==> src/rtl/bw_io_ddr_zcal_ctl.sv <==
// DDR pad impedance calibration controller: successive-approximation search of
// the pull-up then pull-down replica codes, with deferred, atomic update of cbu/cbd.
module bw_io_ddr_zcal_ctl #(
  parameter int unsigned SETTLE_CYC = 4,
  parameter logic [7:0]  RST_CODE   = 8'h80
) (
  input  logic       clk,
  input  logic       rst_l,
  input  logic       cal_start,
  input  logic       hold_upd,
  input  logic       cmp_pu,
  input  logic       cmp_pd,
  output logic [7:0] trial_pu,
  output logic [7:0] trial_pd,
  output logic [8:1] cbu,
  output logic [8:1] cbd,
  output logic       cal_busy,
  output logic       upd,
  output logic       cal_err
);

  typedef enum logic [1:0] {IDLE, PU_SAR, PD_SAR, PEND} state_e;

  state_e     state_q;
  logic [3:0] settle_q;
  logic [2:0] bit_q;
  logic [7:0] trial_pu_q, trial_pd_q;
  logic [7:0] trial_pu_d, trial_pd_d;
  logic [8:1] cbu_q, cbd_q;
  logic       busy_q, upd_q, err_q;
  logic       sample;

  function automatic logic is_sat(input logic [7:0] code);
    return (code == 8'h00) || (code == 8'hFF);
  endfunction

  assign sample = (settle_q == 4'(SETTLE_CYC));

  // Decided trial codes: current bit takes the comparator, next lower bit becomes the new trial bit.
  always_comb begin
    trial_pu_d = trial_pu_q;
    trial_pd_d = trial_pd_q;
    trial_pu_d[bit_q] = cmp_pu;
    trial_pd_d[bit_q] = cmp_pd;
    if (bit_q != 3'd0) begin
      trial_pu_d[bit_q - 3'd1] = 1'b1;
      trial_pd_d[bit_q - 3'd1] = 1'b1;
    end
  end

  always_ff @(posedge clk) begin
    if (!rst_l) begin
      state_q    <= IDLE;
      settle_q   <= 4'd0;
      bit_q      <= 3'd0;
      trial_pu_q <= 8'h00;
      trial_pd_q <= 8'h00;
      cbu_q      <= RST_CODE;
      cbd_q      <= RST_CODE;
      busy_q     <= 1'b0;
      upd_q      <= 1'b0;
      err_q      <= 1'b0;
    end else begin
      upd_q <= 1'b0;
      case (state_q)
        IDLE: begin
          if (cal_start) begin
            state_q    <= PU_SAR;
            trial_pu_q <= 8'h80;
            busy_q     <= 1'b1;
            err_q      <= 1'b0;
            bit_q      <= 3'd7;
            settle_q   <= 4'd0;
          end
        end
        PU_SAR: begin
          if (sample) begin
            settle_q   <= 4'd0;
            trial_pu_q <= trial_pu_d;
            if (bit_q == 3'd0) begin
              state_q    <= PD_SAR;
              trial_pd_q <= 8'h80;
              bit_q      <= 3'd7;
            end else begin
              bit_q <= bit_q - 3'd1;
            end
          end else begin
            settle_q <= settle_q + 4'd1;
          end
        end
        PD_SAR: begin
          if (sample) begin
            settle_q   <= 4'd0;
            trial_pd_q <= trial_pd_d;
            if (bit_q == 3'd0) begin
              // A rail-to-rail result means the replica never balanced; keep the old codes.
              if (is_sat(trial_pu_q) || is_sat(trial_pd_d)) begin
                err_q   <= 1'b1;
                busy_q  <= 1'b0;
                state_q <= IDLE;
              end else if (!hold_upd) begin
                cbu_q   <= trial_pu_q;
                cbd_q   <= trial_pd_d;
                upd_q   <= 1'b1;
                busy_q  <= 1'b0;
                state_q <= IDLE;
              end else begin
                state_q <= PEND;
              end
            end else begin
              bit_q <= bit_q - 3'd1;
            end
          end else begin
            settle_q <= settle_q + 4'd1;
          end
        end
        PEND: begin
          if (!hold_upd) begin
            cbu_q   <= trial_pu_q;
            cbd_q   <= trial_pd_q;
            upd_q   <= 1'b1;
            busy_q  <= 1'b0;
            state_q <= IDLE;
          end
        end
        default: state_q <= IDLE;
      endcase
    end
  end

  assign trial_pu = trial_pu_q;
  assign trial_pd = trial_pd_q;
  assign cbu      = cbu_q;
  assign cbd      = cbd_q;
  assign cal_busy = busy_q;
  assign upd      = upd_q;
  assign cal_err  = err_q;

endmodule
==> config.mk <==
export PLATFORM = sky130hd
export DESIGN_NAME = bw_io_ddr_zcal_ctl
export DESIGN_NICKNAME = d
export VERILOG_FILES = /design/src/rtl/bw_io_ddr_zcal_ctl.sv
export SDC_FILE = /design/constraint.sdc
export NUM_CORES = 1
export LEC_CHECK = 0
export BUFFER_PORTS_ARGS = -buffer_cell sky130_fd_sc_hd__buf_2
export CORE_ASPECT_RATIO = 2
export CORE_MARGIN = 2
export CORE_UTILIZATION = 45
export CTS_BUF_LIST = sky130_fd_sc_hd__clkbuf_16
export DETAILED_ROUTE_END_ITERATION = 10
export PLACE_DENSITY = 0.73
export SETUP_SLACK_MARGIN = 0.3
export SLEW_MARGIN = 20
export SYNTH_ARGS = -nofsm -noshare
export SYNTH_HDL_FRONTEND = slang
export SYNTH_SLANG_ARGS = --single-unit
==> constraint.sdc <==
create_clock -name clk -period 6.6 [get_ports clk]
set_clock_uncertainty 0.1 [all_clocks]
set_input_delay 0.33 -clock clk [delete_from_list [all_inputs] [get_ports clk]]
set_output_delay 0.33 -clock clk [all_outputs]
set_load 0.01 [all_outputs]
==> flow_summary.toml, run 1 <==
[yosys]
synth_seq_cells = 44
synthTopCellsByCount = "nand2_1 (49), dfxtp_1 (44), nor2_1 (27)"
async_reset_ff_frac = 0
ys_seq_area_frac = 0.3034
synth_area_leader_cell = "dfxtp_1"
ys_types = 64
synth_ff_type = "dfxtp_1"
ys.warnings.count = 0
synth_top_area_share = 0.3034
yosys-top-cells-area = "dfxtp_1 (30%), nand2_1 (6.3%), mux2i_1 (6.2%)"
syn_area_per_cell_um2 = 8.041
synth.most_common_cell = "nand2_1"
synth_cells = 361
syn_area_um2 = 2903
synth_enable_flop_cells = 0
synth_nets = 376

[sta]
rsz0062_at_grt = "no"
slew_violations = 0
tightest_slew_ns = 0.9520
finalSetupTns_ns = 0
fin_crit_sh = 0.6474
worst_slack_ns = 2.327
finalSetupViolCount = 0
hold_violations = 0
relSlewSlack = 0.3645
min_period_ns = 4.273
fmax_mhz = 234.1

[cts]
clock_sinks = 44
ctsHoldBuffers = 0
numCtsBuffers = 5
clk_latency_ns = 0.29
cts.clk_slew.worst_paths_ns = 0.06
cts-root-buf = "clkbuf_16"
cts_tree = "yes"
cts.path.max_buffers = 2
post_cts_buffers = 0
post_cts_resized = 0
htree_levels = 2

[floorplan]
io_pins = 41
fp.coreArea_um2 = 6259
initial_core_util = 0.4638
fp-row-count = 41
die_x_um = 60.79
die_area_um2 = 7148
die-height_um = 117.6

[routing]
drtPass1Iterations = 4
drt_iter0_drc = 219
num_vias = 2734
vias_per_cell = 5.792
antenna_left = 0
post_drt_wl_per_cell_um = 16.82
drcViolationCount = 0
drt-total-wl_mm = 7.941

[layout]
nets = 400
areaGrowthSynthToFinish_pct = 12.11
drive_gt1_frac = 0.1813
design_area_um2 = 3254
n_antenna_cell = 0

[placed_design]
placed_cell_area_um2 = 3083
port_buffers = 40
place.gp.congestion = 0.8762
place_worst_setup_slack_ns = 2.352
dp_hpwl_mm = 6.006

[worst_setup_path]
critPathKind = "reg -> reg"
crit_fanout = 31
cp-start-kind = "flop"
critPathCaptureType = "flop"
required_ns = 6.68
cp_data_arrival_time_ns = 4.35

[global_route]
overflow = 0
antenna_found_initial = 0
grt_usage = 0.2277
grt_max_degree = 61
grt_pass1_wl_mm = 12.26
grt_pass1_vias = 2503

[pwr]
swShare = 0.4641
power.total_mw = 1.479
p_switching_mw = 0.6863
vdd_drop_max_v = 0.0001931
power_density_nw_per_um2 = 454.3
p_leak_nw = 1.342
clock_power_share = 0.196
power.share.combinational = 0.534
seqPwrFrac = 0.270
intPower_mw = 0.7923

[status]
status = "complete, no violations"

[job]
drv_cap = 0

[worst_hold_path]
hold_class = "in -> reg"
==> per-layer routing <==
metal	share of wire	vias up	track usage
met5	0	-	0
met2	0.57	86	0.4261
met1	0.35	1277	0.2167
li1	-	1343	-
met3	0.038	28	0.02967
met4	0.048	0	0.1304
==> cell usage in the layout, fill, tap and decap left out, types with 3 or more instances in the layout <==
master	n
a21boi_0	15
a21o_1	3
a21oi_1	25
a31oi_1	4
and2_1	5
buf_2	40
clkbuf_16	5
dfxtp_1	44
ha_1	9
inv_1	12
mux2_2	5
mux2i_1	18
nand2_1	49
nand2b_1	5
nand3_1	13
nand4_1	3
nor2_1	27
nor2b_1	8
nor3_1	9
nor4_1	5
o211ai_1	4
o21a_1	3
o21ai_0	24
o221a_2	4
o311a_1	4
==> worst paths after layout <==
check            from  slack, ns     end  depth (start not counted)
max reg2reg  bit_q[0]       2.33  cbd[8]                          9
max          bit_q[0]       2.33  cbd[8]                          9
min reg2reg    cbu[3]       0.36  cbu[3]                          2
min          hold_upd       0.20     upd                          2
==> registers in the layout, indices dropped and copies added, names as in the netlist <==
name and count:
cal_busy 1, trial_pu 8, cbu 8, state_q 2, upd 1, bit_q 3, trial_pd 8, settle_q 4
cbd 8, cal_err 1
==> kinds of logic (layout without fill, tap and decap cells) <==
logic type | count (synthesis) | in the layout | synth area share
fa+ha+maj | 9 | 9 | 0.03879
buf+inv | 36 | 61 | 0.06077
compound gates | 105 | 105 | 0.2629
simple gates | 143 | 143 | 0.2474
flops | 44 | 44 | 0.3034
mux | 24 | 24 | 0.08663
==> per-stage QoR <==
step,cells,hold WS [ns],utilization
3_3_place_gp,464,0.3426,0.4926
5_1_grt,472,0.1930,0.5200
2_1_floorplan,361,0.3061,-
4_1_cts,472,0.1870,0.5200
6_report,472,0.1985,0.5200
3_5_place_dp,464,0.3501,0.4926
==> power by group through the flow <==
stage	combinational, mW	clock (mW)	sequential (mW)
finish	0.790	0.289	0.399
global route	0.869	0.306	0.409
CTS	0.787	0.294	0.399
detailed placement	0.783	0	0.405
global placement	0.771	0	0.402
floorplan	0.637	0	0.365
==> cell type report <==
class,instances,area [um^2]
flip-flops and latches,44,880.8
well taps,86,107.6
clock buffers,5,125.1
fillers,632,3004
repair buffers,40,200.2
clock inverters,3,46.29
multi-input cells,281,1846
inverters,13,48.80
==> worst max-delay path, stage by stage, from the launching register on <==
cell and delay [ns]:
dfxtp_1 0.95, inv_2 0.28, ha_1 0.52, or4_1 0.54, a31oi_2 0.20, o22ai_1 0.14
o41ai_2 0.34, a41oi_4 0.09, a31oi_4 0.63, mux2_4 0.35
Power figures use the tool's default switching activity.
==> inputs of run 2 (changes only) <==
--- a/config.mk
+++ b/config.mk
@@ -11,7 +11,7 @@
 export CORE_UTILIZATION = 45
 export CTS_BUF_LIST = sky130_fd_sc_hd__clkbuf_16
 export DETAILED_ROUTE_END_ITERATION = 10
-export PLACE_DENSITY = 0.73
+export PLACE_DENSITY = 0.76
 export SETUP_SLACK_MARGIN = 0.3
 export SLEW_MARGIN = 20
 export SYNTH_ARGS = -nofsm -noshare
==> constraint.sdc (replaced) <==
create_clock -name clk -period 3.7 [get_ports clk]
set_clock_uncertainty 0.1 [all_clocks]
set_input_delay 0.185 -clock clk [delete_from_list [all_inputs] [get_ports clk]]
set_output_delay 0.185 -clock clk [all_outputs]
set_load 0.01 [all_outputs]
==> run 2 against run 1 <==
  * Final cell count is 0.85% higher
  * Maximum frequency is 35% higher
  * Routed wire length is 1.1% higher
  * Sequential share of layout area is 0.22 points lower
  * Via count is 4.5% higher
  * First-iteration DRC count is 53% lower
  * Design area is 0.96% higher
  * Total power is 81% higher
  * Worst setup slack worse by 1.8 ns
  * Die area stayed put
  * Sequential power is 70% higher
  * Critical path type unchanged
==> flow_summary.toml, run 2 (same netlist as run 1, synthesis figures left out) <==
[worst_setup_path]
endpoint = "cbu[6]"
rr_worst_depth = 10
reg2reg_to = "cbu[6]"
required_ns = 3.82
reg2reg_slack_ns = 0.54
reg2reg_from = "bit_q[1]"
cp-start-kind = "flop"
cp_data_arrival_time_ns = 3.28
crit_start = "bit_q[1]"
critPathCaptureType = "flop"
crit_fanout = 12
critPathKind = "reg -> reg"

[routing]
drtPass1Iterations = 6
post_drt_wl_per_cell_um = 16.87
drcViolationCount = 0
drt-met1-wl_mm = 2.875
routed.top_layer = "met4"
dr_wl_met2_mm = 4.326
antenna_left = 0
vias_per_cell = 6.004
drt-total-wl_mm = 8.031
drt_iter0_drc = 102
wl_met3_um = 259
num_vias = 2858

[cts]
cts_tree = "yes"
cts-root-buf = "clkbuf_16"
htree_levels = 2
cts.clk_slew.worst_paths_ns = 0.07
clk_latency_ns = 0.29
clock_sinks = 44
post_cts_buffers = 0
cts.path.max_buffers = 2
numCtsBuffers = 5

[layout]
n_antenna_cell = 0
areaGrowthSynthToFinish_pct = 13.19
regArea_um2 = 882.1
final_common_cell = "nand2_1"
multi_input_area_um2 = 1846
most-common-layout-cells = "nand2_1 (49), dfxtp_1 (43), buf_2 (40)"
drive_gt1_frac = 0.1923
n_fill_cell = 623
nets = 404

[placed_design]
place.gp.congestion = 0.9339
port_buffers = 40
place_worst_setup_slack_ns = 0.4387
dp_hpwl_mm = 6.011

[sta]
rsz0062_at_grt = "no"
worst_slack_ns = 0.5379
hold_ws_ns = 0.03804
slew_violations = 0
fin_crit_sh = 0.8546
finalSetupViolCount = 0
tightest_slew_ns = 0.8958
hold_violations = 0
finalSetupTns_ns = 0
fmax_mhz = 316.2
min_period_ns = 3.162
relSlewSlack = 0.4028

[floorplan]
die_area_um2 = 7148
die_x_um = 60.79
die-height_um = 117.6
fp-row-count = 41
io_pins = 41
fp.coreArea_um2 = 6259
initial_core_util = 0.4638

[pwr]
vdd_drop_max_v = 0.0003250
power_density_nw_per_um2 = 812.6
p_leak_nw = 1.361

[global_route]
grt_pass1_vias = 2672
grt_pass1_wl_mm = 12.85
grt_max_degree = 61
antenna_found_initial = 0
grt_usage = 0.2358
overflow = 0

[status]
status = "complete, no violations"

[job]
drv_cap = 0

[worst_hold_path]
hold_class = "in -> reg"
## run 2: changes by cell type in the layout (fill, tap and decap cells not counted)
cell / previous run / this run
buf_4: 0 / 4
dfxtp_2: 0 / 1
dfxtp_1: 44 / 43
## run 2: routing by layer
| metal | vias to the layer above | GRT usage |
|---|---|---|
| li1 | 1356 | - |
| met3 | 40 | 0.03516 |
| met4 | 0 | 0.1563 |
| met5 | - | 0 |
| met2 | 102 | 0.4160 |
| met1 | 1360 | 0.2365 |
## run 2: worst min-delay path by stage
stage          startpoint  end  slack [ns]  cells past startpoint
2_1_floorplan    hold_upd  upd        0.16                      1
3_3_place_gp     hold_upd  upd        0.33                      2
3_5_place_dp     hold_upd  upd        0.34                      2
4_1_cts          hold_upd  upd        0.04                      2
5_1_grt          hold_upd  upd        0.05                      2
6_report         hold_upd  upd        0.04                      2
## run 2: worst max-delay path: stages, from the launching register on
cell     delay (ns)
dfxtp_2        0.43
inv_1          0.12
ha_1           0.44
or4_1          0.53
a31oi_2        0.21
o22ai_1        0.15
o41ai_2        0.35
a41oi_4        0.10
a31oi_4        0.23
buf_4          0.23
mux2i_1        0.20
## run 2: what timing repair did
| action | in CTS | in global routing |
|---|---|---|
| hold buffers | 0 | 0 |
| endpoints found under the hold margin | 0 | 0 |
| resized for setup | 0 | 1 |
| endpoints found under the setup margin | 0 | 19 |
## run 2: through the flow
stage / power [mW] / utilization / std cells / area (um^2)
detailed placement: 2.137 / 0.4974 / 468 / 3113
global route: 2.854 / 0.5250 / 476 / 3286
floorplan: 1.787 / - / 361 / 2903
finish: 2.670 / 0.5250 / 476 / 3286
global placement: 2.111 / 0.4974 / 468 / 3113
CTS: 2.664 / 0.5248 / 476 / 3284
## run 2: cell type report
type	count	area share
Inverter	13	0.01485
Tap cell	86	0.03275
Clock buffer	5	0.03808
Timing Repair Buffer	44	0.07007
Sequential cell	44	0.2685
Clock inverter	3	0.01409
Multi-Input combinational cell	281	0.5617
## run 2: power by group
part           leakage [nW]  internal, mW  switching [mW]  total (mW)
registers             0.357         0.553           0.126       0.678
clock network        0.0804         0.321           0.197       0.518
logic                 0.923         0.553           0.920        1.47
==> inputs of run 3 (changes only) <==
--- a/config.mk
+++ b/config.mk
@@ -11,7 +11,7 @@
 export CORE_UTILIZATION = 45
 export CTS_BUF_LIST = sky130_fd_sc_hd__clkbuf_16
 export DETAILED_ROUTE_END_ITERATION = 10
-export PLACE_DENSITY = 0.76
+export PLACE_DENSITY = 0.73
 export SETUP_SLACK_MARGIN = 0.3
 export SLEW_MARGIN = 20
 export SYNTH_ARGS = -nofsm -noshare
==> constraint.sdc (replaced) <==
create_clock -name clk -period 3.05 [get_ports clk]
set_clock_uncertainty 0.1 [all_clocks]
set_input_delay 0.1525 -clock clk [delete_from_list [all_inputs] [get_ports clk]]
set_output_delay 0.1525 -clock clk [all_outputs]
set_load 0.01 [all_outputs]
==> run 3 against run 2 <==
  * Worst hold slack better by 0.19 ns
  * Sequential power up 21%
  * Maximum frequency is 14% higher
  * Combinational power grew 47%
  * Global-route usage grew 0.67 points
  * Critical endpoint is now cbd[2]
  * Largest cell class unchanged
==> flow_summary.toml, run 3 (same netlist as run 1, synthesis figures left out) <==
[placed_design]
port_buffers = 40
place.gp.congestion = 0.9990
dp_hpwl_mm = 6.209
placed_cell_area_um2 = 3198

[routing]
post_drt_wl_per_cell_um = 16.93
drtPass1Iterations = 4
drt-total-wl_mm = 8.395
drt_iter0_drc = 158
drcViolationCount = 0
num_vias = 2937
antenna_left = 0
vias_per_cell = 5.921

[cts]
cts.path.max_buffers = 2
cts.clk_slew.worst_paths_ns = 0.07
cts_tree = "yes"
clk_latency_ns = 0.29
htree_levels = 2
numCtsBuffers = 5
cts-root-buf = "clkbuf_16"
clock_sinks = 44

[pwr]
p_leak_nw = 1.496
intPower_mw = 1.979
power.share.combinational = 0.598
swShare = 0.4523
vdd_drop_max_v = 0.0004695
seqPwrFrac = 0.228
clock_power_share = 0.174
power_density_nw_per_um2 = 1015
p_switching_mw = 1.634

[worst_hold_path]
hold_class = "in -> reg"

[layout]
n_antenna_cell = 0
nets = 424
n_fill_cell = 590
final_common_cell = "nand2_1"
drive_gt1_frac = 0.2610
design_area_um2 = 3560
most-common-layout-cells = "nand2_1 (49), dfxtp_1 (42), buf_2 (40)"
areaGrowthSynthToFinish_pct = 22.63

[floorplan]
die_area_um2 = 7148
fp-row-count = 41
initial_core_util = 0.4638
io_pins = 41
fp.coreArea_um2 = 6259
die-height_um = 117.6
die_x_um = 60.79

[job]
drv_cap = 0

[sta]
hold_ws_ns = 0.2249
finalSetupViolCount = 0
min_period_ns = 2.785
relSlewSlack = 0.5189
fin_crit_sh = 0.9130
slew_violations = 0
hold_violations = 0
rsz0062_at_grt = "yes"
fmax_mhz = 359.1
tightest_slew_ns = 0.7217
finalSetupTns_ns = 0

[worst_setup_path]
reg2reg_slack_ns = 0.27
cp_data_arrival_time_ns = 2.90
critPathCaptureType = "flop"
crit_fanout = 6
critPathKind = "reg -> reg"
required_ns = 3.17
cp-start-kind = "flop"

[global_route]
grt_usage = 0.2425
overflow = 0
antenna_found_initial = 0
grt_pass1_wl_mm = 13.29
grt_max_degree = 33
grt_pass1_vias = 2782

[status]
status = "complete, no violations"
-- run 3: what timing repair did --
action,4_1_cts,5_1_grt
endpoints found under the setup margin,19,21
setup buffers,1,9
pin swaps,5,4
resized for setup,16,8
hold buffers,1,0
endpoints found under the hold margin,1,0
cloned,1,0
-- run 3: routing by layer --
layer  wire length (um)  up-vias  share of wire  global-route usage
met5                  0        -              0                   0
met4                644        0          0.077              0.1834
met3                404       45          0.048             0.04835
met2               4484      106           0.53              0.4153
met1               2861     1382           0.34              0.2370
li1                   -     1404              -                   -
-- run 3: final timing paths --
check / end / depth (start not counted) / start
setup / recovery: cbd[2] / 10 / bit_q[0]
hold / removal: trial_pu[7] / 4 / cmp_pu
setup reg to reg: cbd[2] / 10 / bit_q[0]
hold reg to reg: cbd[6] / 2 / cbd[6]
-- run 3: power by group through the flow --
stage | clock [mW] | combinational [mW] | sequential [mW]
after floorplan | 0 | 1.42 | 0.792
after global placement | 0 | 1.82 | 0.818
after detailed placement | 0 | 1.85 | 0.821
after CTS | 0.642 | 1.99 | 0.818
after global routing | 0.663 | 2.37 | 0.834
final | 0.630 | 2.16 | 0.823
-- run 3: final cells by class --
type / count / area, um^2 / area share
Timing Repair Buffer: 64 / 397.9 / 0.1118
Multi-Input combinational cell: 281 / 1936 / 0.5438
Tap cell: 86 / 107.6 / 0.03023
Inverter: 13 / 61.31 / 0.01722
Clock inverter: 3 / 46.29 / 0.01301
Sequential cell: 44 / 885.9 / 0.2489
Clock buffer: 5 / 125.1 / 0.03515
-- run 3: critical path: stages (launching register included) --
cell and delay, ns:
dfxtp_4 0.40, clkinv_8 0.07, ha_4 0.18, nor3_2 0.29, o21ai_0 0.24, o211a_1 0.34, o41ai_4 0.36, a41oi_4 0.08
a31oi_4 0.29, buf_6 0.18, mux2i_1 0.19
-- run 3: per-stage QoR --
stage,utilization,std cells,power (mW),worst slack [ns]
3_5_place_dp,0.5110,476,2.673,0.1573
5_1_grt,0.5688,496,3.863,0.1440
6_report,0.5688,496,3.613,0.2653
2_1_floorplan,-,361,2.217,0.1619
4_1_cts,0.5528,487,3.449,0.3053
3_3_place_gp,0.5110,476,2.643,0.2027
